--- config.mk ---
export PLATFORM = sky130hd
export DESIGN_NAME = imm_gen_queue
export DESIGN_NICKNAME = d
export VERILOG_FILES = /design/src/rtl/imm_gen_queue.sv
export SDC_FILE = /design/constraint.sdc
export NUM_CORES = 1
export LEC_CHECK = 0
export ABC_AREA = 1
export CAP_MARGIN = 20
export CORE_UTILIZATION = 53
export DETAILED_ROUTE_END_ITERATION = 12
export GPL_ROUTABILITY_DRIVEN = 0
export PLACE_DENSITY_LB_ADDON = 0.15
export SETUP_SLACK_MARGIN = 0.5
export SLEW_MARGIN = 25
export SYNTH_ARGS = -nofsm -noshare
export SYNTH_HDL_FRONTEND = slang
export SYNTH_SLANG_ARGS = --single-unit
--- constraint.sdc ---
create_clock -name clk -period 6.7 [get_ports clk]
set_input_delay 1.675 -clock clk [delete_from_list [all_inputs] [get_ports clk]]
set_output_delay 1.675 -clock clk [all_outputs]
set_load 0.01 [all_outputs]
--- src/rtl/imm_gen_queue.sv ---
// rtl/imm_gen_queue.sv - RISC-V immediate generator feeding a DEPTH-entry tag/immediate FIFO
// Optional feature macro: IMM_GEN_ZIMM_EN (sel 110 yields the zero-extended CSR zimm).
module imm_gen_queue #(
  parameter int XLEN  = 32,
  parameter int DEPTH = 2,
  parameter int TAG_W = 5
) (
  input  logic                     clk,
  input  logic                     rst,
  input  logic                     in_valid,
  output logic                     in_ready,
  input  logic [31:0]              in_instr,
  input  logic [2:0]               in_imm_sel,
  input  logic [TAG_W-1:0]         in_tag,
  output logic                     out_valid,
  input  logic                     out_ready,
  output logic [XLEN-1:0]          out_imm,
  output logic [TAG_W-1:0]         out_tag,
  output logic                     out_illegal,
  output logic [$clog2(DEPTH):0]   occupancy
);

  localparam int PTR_W = $clog2(DEPTH);
  localparam int CNT_W = PTR_W + 1;

  logic [31:0]      imm32;
  logic             sel_illegal;
  logic [XLEN-1:0]  imm_ext;

  // Every format keeps instr[31] as bit 31 of imm32 (zimm leaves it 0), so one
  // signed widening covers the XLEN=64 extension for all formats.
  always_comb begin
    imm32       = '0;
    sel_illegal = 1'b0;
    case (in_imm_sel)
      3'b000: imm32 = {{20{in_instr[31]}}, in_instr[31:20]};
      3'b001: imm32 = {{20{in_instr[31]}}, in_instr[31:25], in_instr[11:7]};
      3'b011: imm32 = {{19{in_instr[31]}}, in_instr[31], in_instr[7],
                       in_instr[30:25], in_instr[11:8], 1'b0};
      3'b100: imm32 = {{11{in_instr[31]}}, in_instr[31], in_instr[19:12],
                       in_instr[20], in_instr[30:21], 1'b0};
      3'b101: imm32 = {in_instr[31:12], 12'b0};
`ifdef IMM_GEN_ZIMM_EN
      3'b110: imm32 = {27'b0, in_instr[19:15]};
`endif
      default: sel_illegal = 1'b1;
    endcase
  end

  assign imm_ext = XLEN'($signed(imm32));

  logic [XLEN-1:0]  imm_mem_q [DEPTH];
  logic [TAG_W-1:0] tag_mem_q [DEPTH];
  logic             ill_mem_q [DEPTH];

  logic [PTR_W-1:0] wr_ptr_q, wr_ptr_d;
  logic [PTR_W-1:0] rd_ptr_q, rd_ptr_d;
  logic [CNT_W-1:0] count_q, count_d;
  logic             push, pop;

  assign in_ready  = (count_q < CNT_W'(DEPTH));
  assign out_valid = (count_q != '0);
  assign push      = in_valid && in_ready;
  assign pop       = out_valid && out_ready;
  assign occupancy = count_q;

  always_comb begin
    wr_ptr_d = wr_ptr_q;
    rd_ptr_d = rd_ptr_q;
    count_d  = count_q;
    if (push) wr_ptr_d = wr_ptr_q + PTR_W'(1);
    if (pop)  rd_ptr_d = rd_ptr_q + PTR_W'(1);
    case ({push, pop})
      2'b10:   count_d = count_q + CNT_W'(1);
      2'b01:   count_d = count_q - CNT_W'(1);
      default: count_d = count_q;
    endcase
  end

  always_ff @(posedge clk) begin
    if (rst) begin
      wr_ptr_q <= '0;
      rd_ptr_q <= '0;
      count_q  <= '0;
    end else begin
      wr_ptr_q <= wr_ptr_d;
      rd_ptr_q <= rd_ptr_d;
      count_q  <= count_d;
    end
  end

  // Storage is not reset; the outputs below are masked while the queue is empty.
  always_ff @(posedge clk) begin
    if (!rst && push) begin
      imm_mem_q[wr_ptr_q] <= sel_illegal ? '0 : imm_ext;
      tag_mem_q[wr_ptr_q] <= in_tag;
      ill_mem_q[wr_ptr_q] <= sel_illegal;
    end
  end

  assign out_imm     = out_valid ? imm_mem_q[rd_ptr_q] : '0;
  assign out_tag     = out_valid ? tag_mem_q[rd_ptr_q] : '0;
  assign out_illegal = out_valid ? ill_mem_q[rd_ptr_q] : 1'b0;

endmodule

==> flow_metrics.tcl <==
set metrics [dict create \
    post-route-min-period_ps 4320 \
    power_frac_seq_pct 42.7 \
    r2r-start "occupancy[1]$_SDFFE_PP0P_" \
    floorplan.core_area_um2 6310 \
    crit_arrival_ps 2640 \
    switching_share_pct 31.2 \
    vias 2506 \
    ir_worst_vdd_mv 0.313 \
    hold_ws_ps 490 \
    nFillCells 482 \
    cts-buffers-inserted 9 \
    power.internal_w 0.000998 \
    grt_use_total_pct 22.7 \
    hp-class "register to register" \
    numPortBuffers 78 \
    synthCells 321 \
    slew_headroom_pct 35.8 \
    synth.distinct_cells 21 \
    clockBufferDepth 2 \
    crit_type "register to primary output" \
    setup_ws_ps 2380 \
    finalPower_w 0.00145 \
    hold_viol 0 \
    routed_wl_um 7310 \
    dieArea_um2 6840 \
    cts_resized 0 \
    die_x_um 82.7 \
    fmax_mhz 232 \
    hpwl_um 4680 \
    synth_top_area_cell "edfxtp_1" \
    ant_nets 0 \
    area_growth_pct 30.8 \
    n_antenna_cell 0 \
    ioPinCount 86 \
    grt_pass1_wl_um 10900 \
    period_share_pct 64.4 \
    root_buffer "clkbuf_8" \
    path_clk_slew_ps 80 \
    required_ps 5030 \
    cts_hold_buf 0 \
    postCtsSetupBuffers 0 \
    yosys.cell_count.top_type "nand2_1" \
    initial_utilization_pct 54.6 \
    antenna_found_initial 0 \
    clock-sinks 81 \
    maxCapViolCount 0 \
    first_global_vias 2296 \
    wl_per_cell_um 15.2 \
    start_kind "register" \
    drtIter0Drc 252 \
    async_reset_ff_share_pct 0 \
    synth_top_area_share_pct 66.2 \
    finalClockSkew_ps 8.89 \
    clock_latency_ps 350 \
    synth_nets 366 \
    finalNetCount 444 \
    tns_ps 0 \
    die_h_um 82.7 \
    grt_max_degree 41 \
    holdCritStartpoint "wr_ptr_q$_SDFFE_PP0P_" \
    p_switching_w 0.000453 \
    outcome "finished clean" \
    syn_area_per_cell_um2 10.7 \
    ys_seq_area_share_pct 69.1 \
    synthTopCellsByArea "edfxtp_1 66%, nand2_1 13%, a21oi_1 5.9%" \
    drive_gt1_share_pct 6.68 \
    synthFlopType "edfxtp_1" \
    end_kind "primary output" \
    yosysWarnings 0 \
    overflow 0 \
    avgViaCountPerCell 5.21 \
    cp_max_fo 39 \
    drc 0 \
    setup_viol 0 \
    pre_cts_ws_ps 2760 \
    rsz0062_at_grt "false" \
    clkPwrFrac_pct 23.8 \
    combPwrFrac_pct 33.5 \
    cts_tree "yes" \
    p_leak_nw 1.73 \
    synth-seq-cells 81 \
    synthTopCellsByCount "115 x nand2_1, 76 x edfxtp_1, 41 x a21oi_1, 21 x inv_1, 20 x nor2_1" \
    synth-edff-count 76 \
    worstMarginPinSlew_ps 961 \
    p_per_area_nw_per_um2 322 \
    rows 29 \
    first_pass_iters 4 \
    syn_area_um2 3450 \
    slew_violations 0 \
    cts_max_level 3 \
]
==> worst max-delay path, stage by stage (launching register included) <==
cell	delay (ps)
dfxtp_1	300
buf_4	250
inv_1	530
buf_4	370
nand2_1	90
a21oi_1	170
clkdlybuf4s50_1	560
==> cells by family (layout without fill, tap and decap cells) <==
family / after synthesis / count (layout) / synth area share (%)
AND/OR/NAND/NOR: 153 / 153 / 17.8
flip-flops: 81 / 81 / 69.1
adder cells (fa/ha/maj): 1 / 1 / 0.363
buffers and inverters: 37 / 120 / 4.68
AO/OA/AOI/OAI: 49 / 49 / 8.09
==> area by class of cell <==
cell class / instances / area, µm² / share of cell area (%)
Multi-Input combinational cell: 203 / 926 / 20.5
Clock inverter: 7 / 71.3 / 1.58
Timing Repair Buffer: 82 / 831 / 18.4
Inverter: 22 / 82.6 / 1.83
Tap cell: 77 / 96.3 / 2.13
Sequential cell: 81 / 2380 / 52.8
Clock buffer: 9 / 124 / 2.74
==> flip-flops by register name (all words and copies together), names as in the netlist, named ones only <==
name	flops
imm_mem_q	64
tag_mem_q	10
ill_mem_q	2
occupancy	2
rd_ptr_q	1
wr_ptr_q	1
==> final timing paths <==
kind | to | slack, ps | cells past startpoint
max reg2reg | occupancy[1]$_SDFFE_PP0P_ | 4570 | 8
min reg2reg | wr_ptr_q$_SDFFE_PP0P_ | 490 | 2
min | wr_ptr_q$_SDFFE_PP0P_ | 490 | 2
max | out_imm[29] | 2380 | 6
==> placed cells by master, fill, tap and decap left out, drive strengths merged <==
cell type,n
a21oi,41
a22o,4
buf,4
bufinv,1
clkbuf,9
clkdlybuf4s50,78
clkinv,4
clkinvlp,2
dfxtp,5
edfxtp,76
ha,1
inv,22
nand2,115
nand3,15
nand4,1
nor2,21
nor3,1
o211ai,1
o21ai,2
o31ai,1
==> power by group through the flow <==
stage | clock, W | combinational, W | sequential [W]
after floorplan | 0 | 0.000235 | 0.000630
after global placement | 0 | 0.000478 | 0.000629
after detailed placement | 0 | 0.000489 | 0.000631
after CTS | 0.000353 | 0.000492 | 0.000619
after global routing | 0.000376 | 0.000534 | 0.000622
final | 0.000346 | 0.000487 | 0.000619
==> layer usage <==
| metal | wire, µm | track usage [%] | vias to the layer above |
|---|---|---|---|
| met2 | 3610 | 36.2 | 115 |
| met3 | 523 | 3.96 | 19 |
| met1 | 2940 | 29.0 | 1132 |
| met4 | 241 | 14.0 | 0 |
| met5 | 0 | 0 | - |
| li1 | - | - | 1240 |
==> through the flow <==
step / instance area [µm²] / utilization [%] / instances
4_1_cts: 4510 / 71.5 / 481
5_1_grt: 4510 / 71.5 / 481
3_3_place_gp: 4290 / 68.0 / 464
6_report: 4510 / 71.5 / 481
3_5_place_dp: 4320 / 68.4 / 465
2_1_floorplan: 3450 / - / 321
Note: power is estimated with default switching activity, not from simulation.
